## config.mk

```make
export PLATFORM = sky130hd
export DESIGN_NAME = valid_delay_line_flat
export DESIGN_NICKNAME = d
export VERILOG_FILES = /design/src/rtl/valid_delay_line_pkg.sv /design/src/rtl/valid_delay_line_if.sv /design/src/rtl/valid_delay_line_delay_stage.sv /design/src/rtl/valid_delay_line.sv /design/src/flat_wrapper.sv
export SDC_FILE = /design/constraint.sdc
export NUM_CORES = 1
export LEC_CHECK = 0
export CELL_PAD_IN_SITES_DETAIL_PLACEMENT = 1
export CELL_PAD_IN_SITES_GLOBAL_PLACEMENT = 1
export CORE_ASPECT_RATIO = 2
export CORE_MARGIN = 2
export CORE_UTILIZATION = 25
export DETAILED_ROUTE_END_ITERATION = 16
export PLACE_DENSITY_LB_ADDON = 0.1
export SYNTH_ARGS = -nofsm -noshare
export SYNTH_HDL_FRONTEND = slang
export SYNTH_SLANG_ARGS = --single-unit
```

## constraint.sdc

```tcl
create_clock -name clk -period 9.39 [get_ports clk]
set_input_delay 0.939 -clock clk [delete_from_list [all_inputs] [get_ports clk]]
set_output_delay 0.939 -clock clk [all_outputs]
set_load 0.1 [all_outputs]
```

## src/rtl/valid_delay_line_pkg.sv

```systemverilog
// Shared helpers for the pipeline primitives.
// occ_width sizes any counter that must hold the values 0..depth inclusive.
package valid_delay_line_pkg;

    function automatic int occ_width(input int depth);
        return (depth < 1) ? 1 : $clog2(depth + 1);
    endfunction

endpackage

```

## src/rtl/valid_delay_line_if.sv

```systemverilog
// Handshake bundle between a producer/consumer pair and valid_delay_line.
// The master side drives the inputs; the slave side is the delay line itself.
interface valid_delay_line_if
    import valid_delay_line_pkg::*;
#(
    parameter int WIDTH = 32,
    parameter int DEPTH = 4
);
    localparam int OCC_W = occ_width(DEPTH);

    logic             en;
    logic             flush;
    logic             in_valid;
    logic [WIDTH-1:0] in;
    logic             out_valid;
    logic [WIDTH-1:0] out;
    logic [OCC_W-1:0] occupancy;
    logic             empty;
    logic             full;

    modport master (
        output en, flush, in_valid, in,
        input  out_valid, out, occupancy, empty, full
    );

    modport slave (
        input  en, flush, in_valid, in,
        output out_valid, out, occupancy, empty, full
    );
endinterface

```

## src/rtl/valid_delay_line_delay_stage.sv

```systemverilog
// One pipeline stage: a valid bit and a data word that advance together on en.
// Flush clears only the valid bit; the data word keeps following en.
module delay_stage #(
    parameter int WIDTH = 32,
    parameter int SAFE  = 0
) (
    input  logic             clk,
    input  logic             reset,
    input  logic             en,
    input  logic             flush,
    input  logic             d_valid,
    input  logic [WIDTH-1:0] d,
    output logic             q_valid,
    output logic [WIDTH-1:0] q
);
    logic             valid_reg;
    logic [WIDTH-1:0] data_reg;

    always_ff @(posedge clk) begin
        if (reset) begin
            valid_reg <= 1'b0;
            data_reg  <= (SAFE != 0) ? {WIDTH{1'b0}} : {WIDTH{1'bx}};
        end else begin
            if (flush) begin
                valid_reg <= 1'b0;
            end else if (en) begin
                valid_reg <= d_valid;
            end
            if (en) begin
                data_reg <= d;
            end
        end
    end

    assign q_valid = valid_reg;
    assign q       = data_reg;
endmodule

```

## src/rtl/valid_delay_line.sv

```systemverilog
// Stallable fixed-latency delay line: DEPTH stages of {valid, data} with flush
// and a running count of valid stages; outputs come straight from registers.
module valid_delay_line
    import valid_delay_line_pkg::*;
#(
    parameter int WIDTH = 32,
    parameter int DEPTH = 4,
    parameter int SAFE  = 0
) (
    input logic               clk,
    input logic               reset,
    valid_delay_line_if.slave bus
);
    localparam int OCC_W = occ_width(DEPTH);

    logic [DEPTH-1:0] stage_valid;
    logic [WIDTH-1:0] stage_data [DEPTH];
    logic [OCC_W-1:0] occupancy_reg;
    logic [OCC_W-1:0] occupancy_next;

    generate
        for (genvar gi = 0; gi < DEPTH; gi++) begin : g_stage
            logic             d_valid;
            logic [WIDTH-1:0] d;
            if (gi == 0) begin : g_head
                assign d_valid = bus.in_valid;
                assign d       = bus.in;
            end else begin : g_body
                assign d_valid = stage_valid[gi-1];
                assign d       = stage_data[gi-1];
            end
            delay_stage #(
                .WIDTH (WIDTH),
                .SAFE  (SAFE)
            ) u_stage (
                .clk     (clk),
                .reset   (reset),
                .en      (bus.en),
                .flush   (bus.flush),
                .d_valid (d_valid),
                .d       (d),
                .q_valid (stage_valid[gi]),
                .q       (stage_data[gi])
            );
        end
    endgenerate

    // Entry and exit on the same shift edge cancel; the count cannot leave 0..DEPTH.
    always_comb begin
        occupancy_next = occupancy_reg;
        if (bus.flush) begin
            occupancy_next = '0;
        end else if (bus.en) begin
            occupancy_next = occupancy_reg + OCC_W'(bus.in_valid)
                                           - OCC_W'(stage_valid[DEPTH-1]);
        end
    end

    always_ff @(posedge clk) begin
        if (reset) begin
            occupancy_reg <= '0;
        end else begin
            occupancy_reg <= occupancy_next;
        end
    end

    always @(posedge clk) begin
        if (!reset) begin
            assert (occupancy_reg == OCC_W'($countones(stage_valid)));
        end
    end

    assign bus.out_valid = stage_valid[DEPTH-1];
    assign bus.out       = stage_data[DEPTH-1];
    assign bus.occupancy = occupancy_reg;
    assign bus.empty     = (occupancy_reg == '0);
    assign bus.full      = (occupancy_reg == OCC_W'(DEPTH));
endmodule
```

## src/flat_wrapper.sv

```systemverilog
// flat-port wrapper written by rule: the top's interface ports become plain ports
module valid_delay_line_flat import valid_delay_line_pkg::*;
#(
    parameter int WIDTH = 32,
    parameter int DEPTH = 4,
    parameter int SAFE  = 0
)
  (clk, reset, bus_en, bus_flush, bus_in_valid, bus_in, bus_out_valid, bus_out, bus_occupancy, bus_empty, bus_full);
  valid_delay_line_if #(.WIDTH(WIDTH), .DEPTH(DEPTH)) bus_i ();
  input logic clk;
  input logic reset;
  input wire logic [$bits(bus_i.en)-1:0] bus_en;
  input wire logic [$bits(bus_i.flush)-1:0] bus_flush;
  input wire logic [$bits(bus_i.in_valid)-1:0] bus_in_valid;
  input wire logic [$bits(bus_i.in)-1:0] bus_in;
  output wire logic [$bits(bus_i.out_valid)-1:0] bus_out_valid;
  output wire logic [$bits(bus_i.out)-1:0] bus_out;
  output wire logic [$bits(bus_i.occupancy)-1:0] bus_occupancy;
  output wire logic [$bits(bus_i.empty)-1:0] bus_empty;
  output wire logic [$bits(bus_i.full)-1:0] bus_full;
  assign bus_i.en = bus_en;
  assign bus_i.flush = bus_flush;
  assign bus_i.in_valid = bus_in_valid;
  assign bus_i.in = bus_in;
  assign bus_out_valid = bus_i.out_valid;
  assign bus_out = bus_i.out;
  assign bus_occupancy = bus_i.occupancy;
  assign bus_empty = bus_i.empty;
  assign bus_full = bus_i.full;
  valid_delay_line #(.WIDTH(WIDTH), .DEPTH(DEPTH), .SAFE(SAFE)) u_core (.clk(clk), .reset(reset), .bus(bus_i));
endmodule
```

==> results.ini, run 1 <==
[cts]
cts_hold_buf = 0
clk_pin_slew_worst_paths_ns = 0.06
cts_root_buf = clkbuf_16
ctsHtreeMaxLevel = 4
clock-sinks = 135
cts_tree = built
cts_resized = 0
clockBufferDepth = 2
post_cts_buffers = 0
cts_buffers = 17
clk_latency_ns = 0.41

[critical_path]
required_ns = 9.42
cp.arrival_ns = 3.30
end_kind = register
cp_max_fo = 76
cp-start-kind = primary input
reg2reg_to = u_core.bus.occupancy[2]
regToRegSetupSlack_ns = 7.42
path_class = primary input to register
cpMaxStageDelayCell = buf_4
reg2reg_depth = 9
worstReg2RegStart = u_core.bus.occupancy[0]
path_buf_inv = 2
cpPeakStageDelay_ns = 0.85
path_cells = clkdlybuf4s50_1 > or2_4 > buf_4
crit_family = buffers and inverters

[global_routing]
antenna_found_initial = 0
grt_pass1_wl_mm = 9.95
track_usage_pct = 7.78
gr-total-overflow = 0
grt_pass1_vias = 1908
grt_start_max_net_pins = 77

[yosys]
yosysUniqueCellTypes = 15
synth_edf_count = 128
synthTopCellsByCount = 128 x edfxtp_1, 7 x dfxtp_1, 7 x nor2_1
synthCells = 164
ys_seq_elements = 135
yosys_warnings = 0
synthTopCellsByArea = edfxtp_1 92%, dfxtp_1 3.3%, mux2i_1 1.2%, nor2_1 0.63%, ha_1 0.60%
synth_ff_type = edfxtp_1
syn-num-nets = 204
ys_seq_area_share_pct = 94.9
synth_top_area_share_pct = 91.6
synth.most_common_cell = edfxtp_1
async_flop_share_pct = 0
synth_area_per_cell_sq_um = 25.6
synth_area_sq_um = 4200
synth_top_area_cell = edfxtp_1

[floorplan]
core-area_sq_um = 16600
die_x_microns = 95.6
die_h_microns = 187
io_pins = 75
die_area_sq_um = 17900
start_util_pct = 25.3
num_rows = 67

[placed_design]
gp_congestion = 0.606
dp_hpwl_mm = 3.65
portBuffers = 74
dpl_cell_area_sq_um = 5190

[power_and_ir_drop]
total_power_uw = 1640
vdd_drop_max_v = 0.000126
p_leak_uw = 0.00205
powerDensity_nw_per_um2 = 282

[timing]
period_needed_ns = 3.28
slew_headroom_pct = 31.3
clock.fmax_ghz = 0.305
tightest_slew_ns = 1.03
setup_viol = 0
hold_violations = 0
drv_slew = 0
period_share_pct = 34.9
skew_ns = 0.00719
finalSetupTns_ns = 0
rsz0062_at_grt = false

[detailed_routing]
drc_errors = 0
vias_per_cell = 3.76
ant_nets = 0
routedWlPerCell_microns = 13.3
routed_wl_mm = 6.34
vias = 1788
dr.pass1.iters = 4
drt_iter0_drc = 80

[worst_hold_path]
min_to = u_core.g_stage[3].u_stage.q[19]
hold_class = register to register
min_from = u_core.g_stage[2].u_stage.q[19]
whs_path_depth = 0

[layout]
drive_gt1_share_pct = 12.3
largest_reg_flops = 128
design_area_sq_um = 5820
area_growth_pct = 38.6
nFillCells = 1660
antennaDiodeCount = 0
nNetsFinal = 296

[outcome]
outcome = finished, final reports clean

[flow_run]
drv_cap = 0

==> worst max-delay path by stage <==
stage,from,to,slack (ns),depth (start not counted)
final,bus_en,u_core.g_stage[3].u_stage.q[5],6.11,3
after global routing,bus_en,u_core.g_stage[3].u_stage.q[22],5.92,3
after CTS,bus_en,u_core.g_stage[3].u_stage.q[22],6.06,3
after detailed placement,bus_en,u_core.g_stage[0].u_stage.q[29],5.63,3
after global placement,bus_en,u_core.g_stage[0].u_stage.q[29],5.75,3
after floorplan,bus_en,u_core.g_stage[0].u_stage.q[0],4.90,2
==> layout by cell type (no fill, tap or decap) <==
cell	count
clkinvlp_4	1
nor3_1	2
buf_4	1
nor2_1	7
dfxtp_1	7
edfxtp_1	128
or2_4	1
mux2i_1	5
clkdlybuf4s50_1	74
clkbuf_16	17
bufinv_16	4
fa_1	1
a211oi_2	1
or2_1	1
clkinv_2	1
clkbuf_1	1
inv_6	3
inv_1	4
a31o_1	1
xor2_1	1
clkinv_1	1
ha_1	2
a211oi_1	1
clkinv_4	4
==> cells by family after synthesis <==
group                    after synthesis  share of synthesized area (%)
AND/OR/NAND/NOR                       11                           1.16
adder cells (fa/ha/maj)                3                           1.07
AO/OA/AOI/OAI                          3                          0.686
multiplexers                           5                           1.19
buffers and inverters                  6                          0.745
flip-flops                           135                           94.9
XOR/XNOR                               1                          0.209
==> per-stage QoR <==
step | worst slack [ns] | instances | util (%) | hold slack, ns
6_report | 6.11 | 476 | 35.0 | 0.411
5_1_grt | 5.92 | 476 | 35.0 | 0.417
4_1_cts | 6.06 | 476 | 35.0 | 0.412
3_5_place_dp | 5.63 | 444 | 31.3 | 0.405
3_3_place_gp | 5.75 | 444 | 31.3 | 0.401
2_1_floorplan | 4.90 | 164 | - | 0.400
==> area by class of cell <==
cell class	instances	area [sq um]	area share, %
clock buffer	18	429	7.38
clock inverter	14	198	3.40
inverter	4	15.0	0.258
multi-input combinational	23	184	3.16
sequential	135	3980	68.5
tap	207	259	4.45
timing repair buffer	75	748	12.9
==> where the power goes <==
group / switching, uW / internal (uW)
Sequential: 16.4 / 734
Clock: 251 / 447
Combinational: 149 / 42.4
Total: 417 / 1220
==> routing by layer <==
| metal | GRT usage, % | vias to the layer above | part of all wire, % |
|---|---|---|---|
| li1 | - | 831 | - |
| met1 | 8.60 | 881 | 41 |
| met2 | 12.2 | 62 | 50 |
| met3 | 3.46 | 14 | 6.3 |
| met4 | 4.45 | 0 | 2.5 |
| met5 | 0 | - | 0 |
No activity file was read; power rests on OpenSTA's default activity.
==> run 2: changes to the inputs <==
==> constraint.sdc (replaced) <==
create_clock -name clk -period 3.15 [get_ports clk]
set_input_delay 0.315 -clock clk [delete_from_list [all_inputs] [get_ports clk]]
set_output_delay 0.315 -clock clk [all_outputs]
set_load 0.1 [all_outputs]
==> run 2 against run 1 <==
Effect of this change:
- flip-flop and latch count unchanged
- count of clock-buffer cells in the layout unchanged
- wire length increased by 0.27%
- via count increased by 0.28%
- clock power increased to 2.7 times the previous value
- sequential power increased to 3.0 times the previous value
- clock skew about the same
- cell area decreased by 0.56%
- non-clock buffer count increased by 1
- register-to-register slack got worse by 6.3 ns
- power increased to 2.9 times the previous value
==> results.ini, run 2 (synthesized netlist as in run 1, its figures left out) <==
[outcome]
outcome = finished, final reports clean

[critical_path]
cp.arrival_ns = 2.01  ; -1.29 ns
path_buf_inv = 1  ; -1
cpMaxStageDelayCell = clkdlybuf4s50_1
cp_max_fo = 5  ; -93%
crit_start = u_core.bus.occupancy[0]
end_kind = primary output
path_class = register to primary output
path_cells = clkdlybuf4s50_1
required_ns = 2.83  ; -6.59 ns
cp-start-kind = register
crit_family = buffers and inverters
cpPeakStageDelay_ns = 1.18  ; +0.33 ns
worstReg2RegStart = u_core.bus.occupancy[0]

[timing]
rsz0062_at_grt = false
hold_violations = 0  ; unchanged
clock.fmax_ghz = 0.430
period_needed_ns = 2.32
period_share_pct = 73.8
setup_viol = 0  ; unchanged
tightest_slew_ns = 0.997  ; -0.0302 ns
holdWs_ns = 0.414  ; +0.00280 ns
slew_headroom_pct = 33.3  ; +2.0 points
drv_slew = 0  ; unchanged
finalSetupTns_ns = 0  ; unchanged
skew_ns = 0.00692  ; -0.000272 ns

[cts]
clock-sinks = 135  ; unchanged
ctsHtreeMaxLevel = 4  ; unchanged
clk_pin_slew_worst_paths_ns = 0.06  ; about the same
cts_hold_buf = 0  ; unchanged
cts_root_buf = clkbuf_16
cts_resized = 0  ; unchanged
cts_buffers = 17  ; unchanged
clk_latency_ns = 0.41  ; about the same
clockBufferDepth = 2  ; unchanged
post_cts_buffers = 0  ; unchanged
cts_tree = built

[power_and_ir_drop]
p_leak_uw = 0.00203  ; -1.0%
vdd_drop_max_v = 0.000349  ; +180%
powerDensity_nw_per_um2 = 809  ; +190%

[global_routing]
gr-total-overflow = 0  ; unchanged
antenna_found_initial = 0  ; unchanged
grt_pass1_wl_mm = 9.83  ; -1.2%
grt_pass1_vias = 1866  ; -2.2%
grt_start_max_net_pins = 64  ; -17%
track_usage_pct = 7.74  ; -0.035 points

[detailed_routing]
vias = 1793  ; +0.28%
ant_nets = 0  ; unchanged
routed_wl_mm = 6.36  ; +0.27%
dr.pass1.iters = 4  ; unchanged
routedWlPerCell_microns = 13.4  ; +0.27%
drt_iter0_drc = 92  ; +15%
vias_per_cell = 3.77  ; +0.28%
drc_errors = 0  ; unchanged

[layout]
final_common_cell = edfxtp_1
ff_latch_area_sq_um = 3980  ; unchanged
multi_input_area_sq_um = 194  ; +5.4%
layout.cells.non_filler = 476  ; unchanged
layout_common_cells = 128 x edfxtp_1, 70 x clkdlybuf4s50_1, 17 x clkbuf_16, 7 x nor2_1, 7 x dfxtp_1
nNetsFinal = 297  ; +0.34%
drive_gt1_share_pct = 14.1  ; +1.9 points
area_growth_pct = 37.8
largest_reg_flops = 128  ; unchanged
nFillCells = 1651  ; -0.54%
final_core_util_pct = 34.8  ; -0.20 points
antennaDiodeCount = 0  ; unchanged

[placed_design]
gp_congestion = 0.620  ; +2.3%
dp_hpwl_mm = 3.66  ; +0.22%
placedCellCount = 445  ; +0.23%
portBuffers = 74  ; unchanged

[worst_hold_path]
hold_class = register to register
min_from = u_core.g_stage[2].u_stage.q[23]

[floorplan]
io_pins = 75  ; unchanged
core-area_sq_um = 16600  ; unchanged
num_rows = 67  ; unchanged
die_x_microns = 95.6  ; unchanged
die_area_sq_um = 17900  ; unchanged
start_util_pct = 25.3  ; unchanged
die_h_microns = 187  ; unchanged

[flow_run]
drv_cap = 0  ; unchanged

==> run 2: cell count changes in the layout (fill, tap and decap cells not counted) <==
| cell | delta |
|---|---|
| buf_12 | +2 |
| clkinv_1 | +1 |
| nor3_2 | +2 |
| clkinvlp_4 | +4 |
| bufinv_16 | -2 |
| inv_6 | -2 |
| buf_4 | +3 |
| clkinv_4 | -3 |
| nor3_1 | -2 |
| clkdlybuf4s50_1 | -4 |
| clkinv_2 | +1 |
==> run 2: layout make-up <==
type / count / share of cell area [%]
clock inverter: 13 / 2.29
clock buffer: 18 / 7.42
sequential: 135 / 68.9
multi-input combinational: 23 / 3.35
inverter: 4 / 0.260
tap: 207 / 4.48
timing repair buffer: 76 / 13.3
==> run 2: path summary, 6_finish.rpt <==
kind / endpoint / slack [ns] / cells after the start
worst max-delay path: bus_occupancy[0] / 0.83 / 1
worst min-delay path: u_core.g_stage[3].u_stage.q[23] / 0.41 / 0
worst max register to register: u_core.bus.occupancy[2] / 1.15 / 9
worst min register to register: u_core.g_stage[3].u_stage.q[23] / 0.41 / 0
==> run 2: metal layers <==
| layer | up-vias | part of all wire [%] | track usage (%) |
|---|---|---|---|
| li1 | 830 | - | - |
| met1 | 892 | 44 | 9.69 |
| met2 | 64 | 48 | 10.6 |
| met3 | 7 | 5.9 | 3.18 |
| met4 | 0 | 2.2 | 5.60 |
| met5 | - | 0 | 0 |
==> run 2: where the power goes <==
group | internal, uW | leakage [uW] | switching (uW)
logic | 130 | 0.000408 | 444
registers | 2190 | 0.00136 | 50.2
clock network | 1150 | 0.000259 | 719
==> run 2: per-stage QoR <==
step / area (sq um) / power (uW) / setup WS (ns)
final: 5780 / 4680 / 0.825
after global routing: 5780 / 4860 / 0.754
after CTS: 5780 / 4770 / 0.795
after detailed placement: 5220 / 2850 / 0.823
after global placement: 5220 / 2840 / 0.879
after floorplan: 4210 / 2680 / 0.404
==> run 3: changes to the inputs <==
==> constraint.sdc (replaced) <==
create_clock -name clk -period 1.9 [get_ports clk]
set_input_delay 0.19 -clock clk [delete_from_list [all_inputs] [get_ports clk]]
set_output_delay 0.19 -clock clk [all_outputs]
set_load 0.1 [all_outputs]
==> run 3 against run 2 <==
Effect of this change:
- global-route usage grew 0.078 points
- critical endpoint is now u_core.bus.occupancy[2]
- clock power grew 71%
- flip-flop and latch count is the same
- power grew 67%
- combinational power grew 62%
- critical path depth grew 8
- setup slack lost 0.70 ns
- sequential share of layout area is essentially flat
- cell area grew 0.19%
- first-iteration DRC count shrank 42%
- largest cell class unchanged
- clock skew is essentially flat
- die area is the same
- critical path type is now register to register
==> results.ini, run 3 (synthesized netlist as in run 1, its figures left out) <==
[timing]
hold_violations = 0  ; unchanged
finalSetupTns_ns = 0  ; unchanged
clock.fmax_ghz = 0.564
worst_slack_ns = 0.128  ; -0.697 ns
setup_viol = 0  ; unchanged
period_needed_ns = 1.77
slew_headroom_pct = 78.6  ; +45 points
skew_ns = 0.00717  ; +0.000243 ns
tightest_slew_ns = 0.321  ; -0.676 ns
drv_slew = 0  ; unchanged
rsz0062_at_grt = false
period_share_pct = 93.2

[global_routing]
grt_pass1_vias = 1924  ; +3.1%
track_usage_pct = 7.82  ; +0.078 points
grt_start_max_net_pins = 59  ; -7.8%
grt_pass1_wl_mm = 10.2  ; +3.9%
antenna_found_initial = 0  ; unchanged
grtUsageMet3_pct = 2.50  ; -0.68 points
busiest_layer = met2
use_met2_pct = 11.2  ; +0.67 points
gr-total-overflow = 0  ; unchanged
met1_usage_pct = 9.72  ; +0.040 points

[layout]
drive_gt1_share_pct = 31.6  ; +17 points
nFillCells = 1668  ; +1.0%
final_common_cell = edfxtp_1
design_area_sq_um = 5800  ; +0.19%
final_core_util_pct = 34.9  ; +0.068 points
antennaDiodeCount = 0  ; unchanged
layout_common_cells = 128 x edfxtp_1, 39 x buf_4, 36 x clkdlybuf4s50_1, 17 x clkbuf_16, 7 x nor2_1
area_growth_pct = 38.1
nNetsFinal = 299  ; +0.67%
largest_reg_flops = 128  ; unchanged

[placed_design]
dp_hpwl_mm = 3.66  ; +0.13%
dpl_cell_area_sq_um = 5220  ; -0.14%
gp_congestion = 0.624  ; +0.65%
post-place-ws_ns = 0.0638  ; -0.759 ns
portBuffers = 74  ; unchanged

[critical_path]
required_ns = 2.19  ; -0.64 ns
cp_max_fo = 5  ; unchanged
end_kind = register
cp-start-kind = register
cp.arrival_ns = 2.06  ; +0.05 ns
path_class = register to register
regToRegSetupSlack_ns = 0.13  ; -1.02 ns

[detailed_routing]
drt_iter0_drc = 53  ; -42%
vias_per_cell = 3.75  ; -0.40%
drc_errors = 0  ; unchanged
vias = 1797  ; +0.22%
routedWlPerCell_microns = 13.4  ; +0.16%
ant_nets = 0  ; unchanged
routed_wl_mm = 6.41  ; +0.79%
dr.pass1.iters = 6  ; +2

[cts]
cts_buffers = 17  ; unchanged
post_cts_buffers = 0  ; unchanged
cts_resized = 0  ; unchanged
clockBufferDepth = 2  ; unchanged
cts_hold_buf = 0  ; unchanged
ctsHtreeMaxLevel = 4  ; unchanged
cts_tree = built
clk_pin_slew_worst_paths_ns = 0.06  ; about the same
clk_latency_ns = 0.40  ; about the same
clock-sinks = 135  ; unchanged
cts_root_buf = clkbuf_16

[floorplan]
start_util_pct = 25.3  ; unchanged
die_x_microns = 95.6  ; unchanged
num_rows = 67  ; unchanged
io_pins = 75  ; unchanged
die_area_sq_um = 17900  ; unchanged
core-area_sq_um = 16600  ; unchanged
die_h_microns = 187  ; unchanged

[power_and_ir_drop]
vdd_drop_max_v = 0.000510  ; +46%
total_power_uw = 7840  ; +67%
powerDensity_nw_per_um2 = 1350  ; +67%
p_leak_uw = 0.00208  ; +2.8%

[worst_hold_path]
hold_class = primary input to register

[outcome]
outcome = finished, final reports clean

[flow_run]
drv_cap = 0  ; unchanged

run 3: cell count changes in the layout (fill, tap and decap cells not counted), sizes merged:
| cell | delta |
|---|---|
| clkinvlp | -1 |
| buf | +36 |
| inv | +2 |
| clkdlybuf4s50 | -34 |
run 3: final timing paths:
path,cells past startpoint,end,from
setup reg to reg,9,u_core.bus.occupancy[2],u_core.bus.occupancy[0]
setup / recovery,9,u_core.bus.occupancy[2],u_core.bus.occupancy[0]
hold / removal,1,u_core.g_stage[0].u_stage.q[10],bus_in[10]
hold reg to reg,0,u_core.g_stage[3].u_stage.q[8],u_core.g_stage[2].u_stage.q[8]
run 3: power by group:
part,total (uW),leakage (uW),switching [uW],internal [uW]
clock,3200,0.000271,1260,1940
sequential,3700,0.00136,83.3,3620
combinational,932,0.000451,738,194
total,7840,0.00208,2080,5760
run 3: worst max-delay path: stages (launching register included):
cell and delay [ns]:
dfxtp_4 0.38, inv_2 0.05, ha_4 0.20, inv_2 0.06
ha_4 0.12, inv_2 0.03, fa_2 0.36, xor2_2 0.16
a211oi_2 0.08, a31o_1 0.20
run 3: layer usage:
layer / vias to the layer above / wire length (microns)
met5: - / 0
met4: 0 / 114
li1: 835 / -
met3: 5 / 366
met1: 900 / 2740
met2: 57 / 3180
run 3: area by class of cell:
class / count / area, sq um / area share, %
clock inverters: 14 / 151 / 2.61
clock buffers: 18 / 429 / 7.41
well taps: 207 / 259 / 4.47
flip-flops and latches: 135 / 3990 / 68.9
repair buffers: 78 / 713 / 12.3
multi-input cells: 23 / 235 / 4.06
inverters: 4 / 15.0 / 0.259
run 3: stage by stage:
stage	hold WS, ns	std cells
floorplan	0.289	164
global placement	0.401	447
detailed placement	0.405	447
CTS	0.316	479
global route	0.324	479
finish	0.338	479
